--- config.mk ---
export PLATFORM = sky130hd
export DESIGN_NAME = inst_fetch_unit
export DESIGN_NICKNAME = d
export VERILOG_FILES = /design/src/rtl/fetch_pkg.sv /design/src/rtl/inst_fetch_unit_buffer.sv /design/src/rtl/inst_fetch_unit.sv
export SDC_FILE = /design/constraint.sdc
export NUM_CORES = 1
export LEC_CHECK = 0
export ABC_AREA = 1
export CAP_MARGIN = 40
export CORE_ASPECT_RATIO = 0.9
export CORE_MARGIN = 3
export CORE_UTILIZATION = 43
export CTS_CLUSTER_SIZE = 10
export DETAILED_ROUTE_END_ITERATION = 12
export GPL_TIMING_DRIVEN = 0
export PLACE_DENSITY = 0.77
export SKIP_CTS_REPAIR_TIMING = 1
export SYNTH_ARGS = -nofsm -noshare
export SYNTH_HDL_FRONTEND = slang
export SYNTH_HIERARCHICAL = 1
export SYNTH_SLANG_ARGS = --single-unit
--- constraint.sdc ---
create_clock -name clk -period 1.8 [get_ports clk]
set_clock_uncertainty 0.2 [all_clocks]
set_input_delay 0.36 -clock clk [delete_from_list [all_inputs] [get_ports clk]]
set_output_delay 0.36 -clock clk [all_outputs]
set_load 0.02 [all_outputs]
--- src/rtl/fetch_pkg.sv ---
// fetch_pkg: shared state encoding, PC step and alignment helper for the fetch front end
package fetch_pkg;
  typedef enum logic [2:0] {BOOT, REQ, WAIT, DROP, OUT} fetch_state_e;
  localparam int PC_STEP = 4;
  function automatic logic misaligned(input logic [1:0] lsb);
    return lsb != 2'b00;
  endfunction
endpackage

--- src/rtl/inst_fetch_unit_buffer.sv ---
// inst_buffer: one-entry {inst, inst_pc, inst_fault} register; load wins over clear
// ports: clk, rst_n, load/clear controls, d_* entry to load, q_* held entry
module inst_buffer
  import fetch_pkg::*;
#(
  parameter int XLEN = 32,
  parameter int ILEN = 32
) (
  input  logic            clk,
  input  logic            rst_n,
  input  logic            load,
  input  logic            clear,
  input  logic [ILEN-1:0] d_inst,
  input  logic [XLEN-1:0] d_pc,
  input  logic            d_fault,
  output logic [ILEN-1:0] q_inst,
  output logic [XLEN-1:0] q_pc,
  output logic            q_fault
);
  always_ff @(posedge clk or negedge rst_n)
    if (!rst_n) {q_inst, q_pc, q_fault} <= '0;
    else if (load) {q_inst, q_pc, q_fault} <= {d_inst, d_pc, d_fault};
    else if (clear) {q_inst, q_pc, q_fault} <= '0;
endmodule

--- src/rtl/inst_fetch_unit.sv ---
// inst_fetch_unit: PC owner issuing one imem request at a time and buffering the result for decode
// ports: imem_req_* request channel, imem_resp_* response, redirect_* from execute, inst_* to decode
module inst_fetch_unit
  import fetch_pkg::*;
#(
  parameter int              XLEN     = 32,
  parameter int              ILEN     = 32,
  parameter logic [XLEN-1:0] RESET_PC = '0
) (
  input  logic            clk,
  input  logic            rst_n,
  output logic            imem_req_valid,
  input  logic            imem_req_ready,
  output logic [XLEN-1:0] imem_req_addr,
  input  logic            imem_resp_valid,
  input  logic [ILEN-1:0] imem_resp_data,
  input  logic            imem_resp_fault,
  input  logic            redirect_valid,
  input  logic [XLEN-1:0] redirect_pc,
  output logic            inst_valid,
  input  logic            inst_ready,
  output logic [ILEN-1:0] inst,
  output logic [XLEN-1:0] inst_pc,
  output logic            inst_fault
);
  fetch_state_e state, nxt;
  logic [XLEN-1:0] pc, pc_nxt, ld_pc;
  logic [ILEN-1:0] ld_inst;
  logic load, clear, ld_fault, rd_bad;
  assign rd_bad = misaligned(redirect_pc[1:0]);
  // A misaligned target never reaches memory: it is loaded as a fault entry instead.
  always_comb begin
    nxt = state;
    pc_nxt = redirect_valid ? redirect_pc : pc;
    ld_pc = pc_nxt;
    ld_inst = '0;
    ld_fault = 1'b1;
    clear = redirect_valid;
    load = 1'b0;
    case (state)
      BOOT: begin
        nxt = redirect_valid && rd_bad ? OUT : REQ;
        load = redirect_valid && rd_bad;
      end
      REQ:
        if (redirect_valid) begin
          nxt = imem_req_ready ? DROP : (rd_bad ? OUT : REQ);
          load = !imem_req_ready && rd_bad;
        end else if (imem_req_ready) nxt = WAIT;
      WAIT:
        if (redirect_valid) begin
          nxt = imem_resp_valid ? (rd_bad ? OUT : REQ) : DROP;
          load = imem_resp_valid && rd_bad;
        end else if (imem_resp_valid) begin
          nxt = OUT;
          load = 1'b1;
          ld_inst = imem_resp_fault ? '0 : imem_resp_data;
          ld_fault = imem_resp_fault;
          pc_nxt = imem_resp_fault ? pc : pc + XLEN'(PC_STEP);
        end
      // The stale response is swallowed; the exit decision uses the latest PC.
      DROP:
        if (imem_resp_valid) begin
          nxt = misaligned(pc_nxt[1:0]) ? OUT : REQ;
          load = misaligned(pc_nxt[1:0]);
        end
      OUT:
        if (redirect_valid) begin
          nxt = rd_bad ? OUT : REQ;
          load = rd_bad;
        end else if (inst_ready) nxt = REQ;
      default: nxt = BOOT;
    endcase
  end
  always_ff @(posedge clk or negedge rst_n)
    if (!rst_n) begin
      state <= BOOT;
      pc <= RESET_PC;
    end else begin
      state <= nxt;
      pc <= pc_nxt;
    end
  assign imem_req_valid = state == REQ;
  assign imem_req_addr = pc;
  assign inst_valid = state == OUT;
  inst_buffer #(.XLEN(XLEN), .ILEN(ILEN)) u_buf (
    .clk(clk), .rst_n(rst_n), .load(load), .clear(clear),
    .d_inst(ld_inst), .d_pc(ld_pc), .d_fault(ld_fault),
    .q_inst(inst), .q_pc(inst_pc), .q_fault(inst_fault)
  );
endmodule
======== Word level (Yosys, flattened, before mapping) ========
Cells that the tools add are included.
storage, ports and cells
  output and inout bits ................... 99
  input bits .............................. 71
  flip-flop bits (word level) ............. 100
  word-level logic and storage cells ...... 60
cells by class
  multiplexer cells ....................... 36
  $add $sub $neg .......................... 1
  eq/ne operators ......................... 9
  reduce and logical (&&, ||, !) cells .... 9
operators with widths
  kind                     count
  $mux W32                 12
  $mux W3                  12
  $add A32 B3 Y32 const B  1
  $pmux W3 S5              1
  $mux W1                  10
  $eq A3 B2 Y1 const B     2
  $reduce_bool A2 Y1       3
  $pmux W1 S5              1
  $ne A4 B4 Y1 const B     1
  $reduce_and A4 Y1        1
  $eq A3 B1 Y1 const B     1
  $eq A3 B3 Y1 const B     1
  $logic_and A1 B1 Y1      3
  $logic_not A3 Y1         1
  $ne A3 B1 Y1 const B     1
  $ne A3 B2 Y1 const B     1
  $ne A3 B3 Y1 const B     1
  $ne A2 B2 Y1 const B     1
  $logic_not A1 Y1         1

======== Logic depth before layout (Yosys ltp) ========
Gate-level depths: netlist of the first run.
  depth after elaboration ................. 5
  gate-level depth with buffers ........... 12
  gate-level depth less buffers ........... 10

======== Hierarchy ========
Netlist of the first run, hierarchy kept.
modules (own cells, without submodules)
  module           cells each  instances  sequential area each (um^2)  area an instance (um^2)
  inst_fetch_unit  528         1          875.8                        3119.2
  inst_buffer      275         1          1626.6                       2446.1

======== Least setup slack after synthesis of the first run ========
Ideal clock, no wire load.
  path type ............................... register to register
  start ................................... register state[0]
  end ..................................... register u_buf.q_inst[0]
  slack ................................... -235 ps
  buffers on the path ..................... 2
  stages on the path, launching flop included .. 12
  period minus slack after synthesis ...... 2035 ps
  setup time .............................. 117 ps
  data arrival time ....................... 1718 ps
  path through ............................ dfrtp_1 -> inv_1 -> nor3_2 -> nand2_1 -> nand2_1 -> nand2_1 -> nand3_1 -> nor2_1 -> buf_4 -> buf_4 -> nand2_1 -> nand2_1
on the way
  longest elaborated chain between the ends .. 3
RTL lines
  what                                                   RTL line                      RTL
  start, declared                                        inst_fetch_unit.sv:26         fetch_state_e state, nxt;
  start signal, assigned                                 inst_fetch_unit.sv:80         state <= nxt;
  $eq A3 B1 Y1 (*)                                       -
  named net imem_req_valid                               inst_fetch_unit.sv:12         output logic imem_req_valid,
  $pmux W1 S5 (*)                                        inst_fetch_unit.sv:40         case (state)
  named net load                                         inst_fetch_unit.sv:29         logic load, clear, ld_fault, rd_bad;
  $mux W32 / $reduce_bool A2 Y1 (equally long branches)  -
  end signal, assigned                                   inst_fetch_unit_buffer.sv:22  else if (load) {q_inst, q_pc, q_fault} <= {d_inst, d_pc, d_fault};
  end, declared                                          inst_fetch_unit_buffer.sv:16  output logic [ILEN-1:0] q_inst,
The timed path passes the listed nets; every way through them passes the cells marked *.
A chain may end at the register's enable or synchronous reset.

======== Final worst setup path of the first run ========
  start ................................... register state[2]
  end ..................................... register u_buf.q_inst[23]
on the way
  longest elaborated chain between the ends .. 3
RTL lines
  what                                                   RTL line
  $eq A3 B3 Y1 (tied with other cells)                   inst_fetch_unit.sv:40
  $pmux W1 S5 (*)                                        inst_fetch_unit.sv:40
  named net load                                         inst_fetch_unit.sv:29
  $mux W32 / $reduce_bool A2 Y1 (equally long branches)  -
Marked as above.

==> flow_summary.toml, run 1 <==
[run_status]
status = "finished, violations left"
violations = "negative setup slack"

[setup_path]
r2r_cells = 12
cp.required_ps = 1880
r2r-end = "u_buf/q_inst[23]"
critPathLaunchType = "flop"
path_max_fanout = 5
ff2ff_setup_slack_ps = -310
arrival_ps = 2190
r2r_start = "state[2]"
crit_type = "reg2reg"
worstSetupEndpointType = "flop"

[run]
drv_cap = 0

[synthesis]
synth_area_leader_cell = "dfrtp_1"
synthTopCellsByArea = "dfrtp_1, nand2_1, nor2_1"
yosysMostFrequentCell = "nand2_1"
synthesis.nets = 875
yosysSeqAreaShare_pct = 45.0
ys_types = 33
synthSimpleGateAreaFrac_pct = 36.3
synth_warnings = 6
synth_compound_area_share_pct = 8.68
synthMuxAreaShare_pct = 0
async_reset_ff_share_pct = 100
synth_ff_type = "dfrtp_1"
syn_avg_cell_area_um2 = 6.93
postSynthCellCount = 803
synth_top_area_share_pct = 45.0
synth_common_cells = "nand2_1, dfrtp_1, nor2_1, inv_1, o21ai_0"
syn_area_mm2 = 0.00557
synth_top_family_by_area = "simple AND/OR/NAND/NOR gates"
synth_edf_count = 0
yosys.area_share.xor_xnor_pct = 1.26
yosys.area_share.adder_pct = 0.225
synth_seq_cells = 100

[hold_path]
hp-class = "in2async"

[timing]
grt_setup_unrepaired = "yes"
setup_tns_ps = -18020
worstMarginPinSlew_ps = 528
period_minus_slack_ps = 2110
max_freq_mhz = 474
timing.hold.ws_ps = 168
setup_viol = 93
relSlewSlack_pct = 64.8
min_period_over_period_pct = 117
timing.final.ws_setup_ps = -309
drv_slew = 0
hold_viol_final = 0

[global_routing]
grt_max_degree = 64
track_usage_pct = 24.4
antenna_found_initial = 0
grt_pass1_wl_mm = 28.2
grt_pass1_vias = 5560
grt_overflow = 0

[cells_and_area]
layout.cells.non_filler = 1199
layout-drive-gt1-share_pct = 25.4
seqCellArea_mm2 = 0.00252
num_antenna_cells = 0
synthToLayoutAreaGrowth_pct = 67.9
multi_input_area_mm2 = 0.00314
fillers = 873
nets = 1106
final_util_pct = 75.6

[floorplanning]
fp.coreArea_mm2 = 0.0124
io_pins = 170
dieArea_mm2 = 0.0143
die_w_um = 126
rows = 38
die_y_um = 114
start_util_pct = 45.0

[detailed_routing]
drtIter0Drc = 622
route.met2.wl_mm = 9.83
first_pass_iters = 6
wl_met3_mm = 1.87
drt-total-wl_mm = 21.0
antenna_left = 0
drc = 0
wire_per_inst_um = 17.5
vias = 6369
vias_per_cell = 5.31
routed.top_layer = "met4"
wl_met1_mm = 8.67

[clock_network]
cts_buffer_depth = 2
cts.sinks = 100
insertion_delay_ps = 350
clk_pin_slew_ps = 70
cts_root_buf = "clkbuf_16"
tritoncts = "done"
cts_buffers = 9
cts_max_level = 3

[placement]
post-dp-hpwl_mm = 13.0
pre_cts_slack_ps = -906
numPortBuffers = 169
dp.cells = 1134
place_congestion = 0.903

[power]
seqPwrFrac_pct = 32.3
power.internal_uw = 6110
max-vdd-ir-drop_mv = 0.888
power.leakage_uw = 0.00594
power.density_mw_per_mm2 = 1120
p_clk_share_pct = 17.9
power_switching_uw = 4370
switching_share_pct = 41.7
comb_power_share_pct = 49.8
worst max-delay path: stages, from the launching register on:
cell and delay (ps):
dfrtp_1 400, inv_2 80, nand2_4 110, inv_4 50
nand2_4 60, a21oi_2 50, a31oi_4 180, nand3_4 140
nor2_4 280, clkbuf_16 240, buf_8 120, nand2_2 40
nand2_1 90
state kept, by name (all words and copies together), names as in the netlist:
| register | flops |
|---|---|
| u_buf/q_inst | 32 |
| state | 3 |
| u_buf/q_fault | 1 |
| u_buf/q_pc | 32 |
| imem_req_addr | 32 |
layout make-up:
type / count / share of cell area (%)
Multi-Input combinational cell: 594 / 33.5
Timing Repair Buffer: 220 / 27.5
Sequential cell: 100 / 27.0
Inverter: 79 / 3.44
Buffer: 30 / 3.41
Clock buffer: 10 / 2.45
Tap cell: 160 / 2.14
Clock inverter: 6 / 0.509
power groups by stage:
stage / sequential (uW) / combinational, uW / clock [uW]
after global routing: 3460 / 5560 / 1980
after CTS: 3260 / 3980 / 1890
after global placement: 3290 / 3920 / 0
final: 3390 / 5220 / 1870
after detailed placement: 3300 / 3970 / 0
after floorplan: 3850 / 1550 / 0
layout by cell type, fill, tap and decap left out, types with 14 or more instances in the layout:
cell type and n:
dfrtp_1 86, dfrtp_2 14, buf_6 19, inv_1 68, nor2_1 53, nand2_1 279, nand2_4 16, clkbuf_16 17
o21ai_0 33, nor2_4 19, buf_4 31, nand2_2 69, clkdlybuf4s50_1 65, nand3_1 26, a21oi_1 15, dlymetal6s2s_1 101
worst max-delay path by stage:
stage	slack (ps)	depth (start not counted)	end	startpoint
3_3_place_gp	-4120	1	state[0]	rst_n
2_1_floorplan	-50	11	u_buf/q_inst[0]	state[0]
3_5_place_dp	-910	11	u_buf/q_inst[22]	redirect_valid
5_1_grt	-370	12	u_buf/q_inst[23]	state[2]
4_1_cts	-550	11	u_buf/q_inst[22]	redirect_valid
6_report	-310	12	u_buf/q_inst[23]	state[2]
logic make-up after synthesis:
group                      after synthesis
adders and majority gates                1
DFF                                    100
buffers and inverters                  109
and+or+nand+nor                        500
xor gates and xnor gates                 8
AOI/OAI and AO/OA                       85
per-stage QoR:
step	total power [uW]	cell area, um2
2_1_floorplan	5400	5600
3_3_place_gp	7200	7490
3_5_place_dp	7270	7540
4_1_cts	9130	7820
5_1_grt	11000	9350
6_report	10500	9350
layer usage:
metal	vias to the layer above	global-route usage [%]
li1	2968	-
met1	2952	33.6
met2	383	38.2
met3	66	5.95
met4	0	7.93
met5	-	0
(Power assumes the default switching activity.)
==> run 2, diff against run 1 <==
Settings changed: CORE_MARGIN 3 to default.
==> flow_summary.toml, run 2 (synthesized netlist as in run 1, its figures left out) <==
[clock_network]
cts_max_level = 3
cts_buffer_depth = 2
cts.sinks = 100
cts_root_buf = "clkbuf_16"
clk_pin_slew_ps = 70
insertion_delay_ps = 350
cts_buffers = 9
tritoncts = "done"

[floorplanning]
start_util_pct = 44.0
rows = 39
die_y_um = 110
dieArea_mm2 = 0.0134
die_w_um = 122
io_pins = 170
fp.coreArea_mm2 = 0.0126

[power]
power.internal_uw = 6400
seqPwrFrac_pct = 31.7
power.density_mw_per_mm2 = 1140
max-vdd-ir-drop_mv = 0.739
switching_share_pct = 40.4
comb_power_share_pct = 49.8
power_switching_uw = 4330
power.leakage_uw = 0.00610
p_clk_share_pct = 18.5

[detailed_routing]
drtIter0Drc = 436
wire_per_inst_um = 16.9
drt-total-wl_mm = 20.2
vias_per_cell = 5.21
route.met2.wl_mm = 9.51
antenna_left = 0
first_pass_iters = 7
routed.top_layer = "met4"
vias = 6240
drc = 0
wl_met3_mm = 1.64
wl_met1_mm = 8.50

[global_routing]
grt_pass1_vias = 5312
grt_pass1_wl_mm = 27.1
antenna_found_initial = 0
grt_max_degree = 52
grt_overflow = 0
track_usage_pct = 26.5

[timing]
hold_viol_final = 0
setup_tns_ps = -19980
min_period_over_period_pct = 117
worstMarginPinSlew_ps = 706
period_minus_slack_ps = 2110
grt_setup_unrepaired = "yes"
setup_viol = 95
drv_slew = 0
relSlewSlack_pct = 52.9
max_freq_mhz = 473
timing.final.ws_setup_ps = -313

[cells_and_area]
multi_input_area_mm2 = 0.00319
stdcell_area_mm2 = 0.00942
final_util_pct = 74.5
layout.cells.non_filler = 1198
seqCellArea_mm2 = 0.00252
num_antenna_cells = 0
fillers = 906
final_cell_mix = "nand2_1, dlymetal6s2s_1, dfrtp_1"
synthToLayoutAreaGrowth_pct = 69.2
final_common_cell = "nand2_1"
layout-drive-gt1-share_pct = 24.6
nets = 1103

[placement]
dp.cells = 1137
place_congestion = 0.936
numPortBuffers = 169
postPlaceCellArea_mm2 = 0.00752
post-dp-hpwl_mm = 12.7
pre_cts_slack_ps = -886

[run_status]
status = "finished, violations left"
violations = "negative setup slack"

[hold_path]
hold_start = "redirect_pc[1]"
hp-class = "in2reg"

[setup_path]
critPathLaunchType = "flop"
crit_type = "reg2reg"
worstSetupEndpointType = "flop"
arrival_ps = 2200
cp.required_ps = 1890
slowest_delay_ps = 410
slowest_stage = "dfrtp_1"
r2r_start = "state[2]"
cp_cell_sequence = "inv_2 > nand2_4 > inv_4 > nand2_4 > a21oi_2 > a31oi_2 > nand3_4 > nor2_4 > clkbuf_16 > buf_8 > nand2_2 > nand2_2"
crit_path_start = "state[2]"
path_max_fanout = 5

[run]
drv_cap = 0
run 2: worst paths after layout:
check                               endpoint  slack (ps)  cells after the start
hold / removal              imem_req_addr[1]         150                      3
setup / recovery             u_buf/q_inst[8]        -310                     12
max in group asynchronous  imem_req_addr[19]         260                      3
min in group asynchronous    u_buf/q_inst[5]         410                      2
setup reg to reg             u_buf/q_inst[8]        -310                     12
hold reg to reg             u_buf/q_inst[27]         270                      2
run 2: layer usage:
metal | track usage [%] | up-vias
met2 | 43.1 | 326
met3 | 4.30 | 46
met4 | 9.79 | 0
met1 | 35.7 | 2913
met5 | 0 | -
li1 | - | 2955
run 2: power groups by stage:
| stage | clock network, uW | registers (uW) | logic [uW] |
|---|---|---|---|
| 3_5_place_dp | 0 | 3290 | 3950 |
| 2_1_floorplan | 0 | 3850 | 1550 |
| 3_3_place_gp | 0 | 3290 | 3910 |
| 5_1_grt | 2090 | 3480 | 5700 |
| 6_report | 1980 | 3400 | 5340 |
| 4_1_cts | 2010 | 3260 | 3970 |
run 2: stage by stage:
| step | total power, uW | hold WS [ps] |
|---|---|---|
| 2_1_floorplan | 5400 | -136 |
| 3_3_place_gp | 7210 | 253 |
| 3_5_place_dp | 7250 | 251 |
| 4_1_cts | 9240 | -115 |
| 5_1_grt | 11300 | 175 |
| 6_report | 10700 | 153 |
run 2: critical path: cells and delay by family, from the launching register on:
family | cells | cell delay (ps)
compound gates | 2 | 240
buf+inv | 4 | 520
flops | 1 | 410
simple gates | 6 | 680
run 2: cell type report:
class | count | share of cell area, %
timing repair buffer | 217 | 27.4
inverter | 79 | 3.39
buffer | 30 | 3.36
clock inverter | 2 | 0.372
multi-input combinational | 594 | 33.9
tap | 164 | 2.18
sequential | 100 | 26.7
clock buffer | 12 | 2.72
==> run 3, diff against run 2 <==
--- a/config.mk
+++ b/config.mk
@@ -10,2 +10,3 @@
 export CORE_ASPECT_RATIO = 0.9
+export CORE_MARGIN = 4
 export CORE_UTILIZATION = 43
==> constraint.sdc (replaced) <==
create_clock -name clk -period 1.8 [get_ports clk]
set_clock_uncertainty 0.2 [all_clocks]
set_input_delay 0.54 -clock clk [delete_from_list [all_inputs] [get_ports clk]]
set_output_delay 0.54 -clock clk [all_outputs]
set_load 0.02 [all_outputs]
==> flow_summary.toml, run 3 (synthesized netlist as in run 1, its figures left out) <==
[run_status]
status = "finished, violations left"
violations = "negative setup slack"

[cells_and_area]
num_antenna_cells = 0
final_common_cell = "nand2_1"
final_cell_mix = "nand2_1, dfrtp_1, dlymetal6s2s_1"
nets = 1104
layout-drive-gt1-share_pct = 27.9
layout.cells.non_filler = 1201
synthToLayoutAreaGrowth_pct = 64.4

[timing]
relSlewSlack_pct = 64.7
setup_viol = 85
worstMarginPinSlew_ps = 529
timing.hold.ws_ps = 267
min_period_over_period_pct = 120
period_minus_slack_ps = 2160
grt_setup_unrepaired = "yes"
timing.final.ws_setup_ps = -363
drv_slew = 0
hold_viol_final = 0
max_freq_mhz = 462

[global_routing]
grt_pass1_wl_mm = 27.6
grt_max_degree = 63
track_usage_pct = 23.7
grt_overflow = 0
grt_pass1_vias = 5363
antenna_found_initial = 0

[placement]
dp.cells = 1137
numPortBuffers = 169
place_congestion = 0.946
post-dp-hpwl_mm = 13.1

[clock_network]
cts.sinks = 100
tritoncts = "done"
cts_max_level = 3
cts_buffers = 9
cts_root_buf = "clkbuf_16"
clk_pin_slew_ps = 70
cts_buffer_depth = 2
insertion_delay_ps = 360

[floorplanning]
rows = 39
start_util_pct = 43.9
io_pins = 170
die_y_um = 116
fp.coreArea_mm2 = 0.0127
dieArea_mm2 = 0.0148
die_w_um = 128

[setup_path]
slowest_delay_ps = 450
critPathLaunchType = "flop"
r2r_start = "state[2]"
cp_common_cell = "nand2_4"
cp.required_ps = 1900
worstSetupEndpointType = "flop"
slowest_stage = "dfrtp_1"
cp_cell_sequence = "inv_2 > nand2_4 > inv_4 > nand2_4 > a21oi_2 > a31oi_2 > nand3_4 > nor2_4 > clkbuf_16 > clkbuf_16 > nand2_4 > nand2_2"
crit_type = "reg2reg"
arrival_ps = 2260
ff2ff_setup_slack_ps = -360
r2r_cells = 12
r2r-end = "u_buf/q_inst[15]"
path_max_fanout = 5

[detailed_routing]
first_pass_iters = 6
drt-total-wl_mm = 19.9
antenna_left = 0
vias_per_cell = 5.16
wire_per_inst_um = 16.5
drtIter0Drc = 558
vias = 6193
drc = 0

[hold_path]
hold_start = "u_buf/q_pc[31]"
hp-class = "reg2reg"
min_path_cells = 2
hold_path_end = "u_buf/q_pc[31]"

[power]
max-vdd-ir-drop_mv = 0.978
power.leakage_uw = 0.00569
power.density_mw_per_mm2 = 1130

[run]
drv_cap = 0
run 3: cell types whose count changed in the layout (fill, tap and decap cells not counted), moves of 10 or more:
| cell | previous run | this run |
|---|---|---|
| dfrtp_2 | 11 | 21 |
| dlymetal6s2s_1 | 101 | 76 |
| dfrtp_1 | 89 | 79 |
| nand2_4 | 32 | 15 |
| clkbuf_2 | 2 | 28 |
| nand2_2 | 56 | 66 |
run 3: worst max-delay path by stage:
stage	from	to	cells past startpoint
2_1_floorplan	redirect_valid	u_buf/q_inst[0]	11
3_3_place_gp	rst_n	imem_req_addr[3]	1
3_5_place_dp	imem_resp_valid	u_buf/q_inst[14]	11
4_1_cts	state[0]	imem_req_valid	3
5_1_grt	state[2]	u_buf/q_inst[19]	12
6_report	state[2]	u_buf/q_inst[15]	12
run 3: cell type report:
type	instances	area, um2
timing repair buffer	218	2340
sequential	100	2530
tap	164	205
inverter	79	322
multi-input combinational	594	3100
clock buffer	11	253
clock inverter	5	66.3
fill	928	3540
buffer	30	330
run 3: metal layers:
layer | GRT usage [%] | up-vias | part of all wire, %
met4 | 8.20 | 0 | 3.1
met1 | 34.5 | 2870 | 42
li1 | - | 2961 | -
met2 | 35.3 | 314 | 45
met5 | 0 | - | 0
met3 | 5.02 | 48 | 9.4
run 3: power by group:
group	internal [uW]	leakage (uW)	switching (uW)
combinational	2150	0.00426	2720
clock	1170	0.000154	907
sequential	2800	0.00128	575
run 3: critical path: cells and delay by family (launching register included):
family,cells,cell delay [ps]
simple gates,6,710
buf+inv,4,510
flops,1,450
compound gates,2,240
run 3: stage by stage:
step	area (um2)	setup WS, ps	utilization (%)	total power, uW	TNS [ps]
floorplan	5610	-110	-	5390	-5760
global placement	7510	-4330	59.2	7180	-483570
detailed placement	7540	-1070	59.4	7230	-90280
CTS	7860	-795	61.9	9340	-85250
global route	9150	-458	72.1	10900	-28830
finish	9150	-363	72.1	10300	-21620
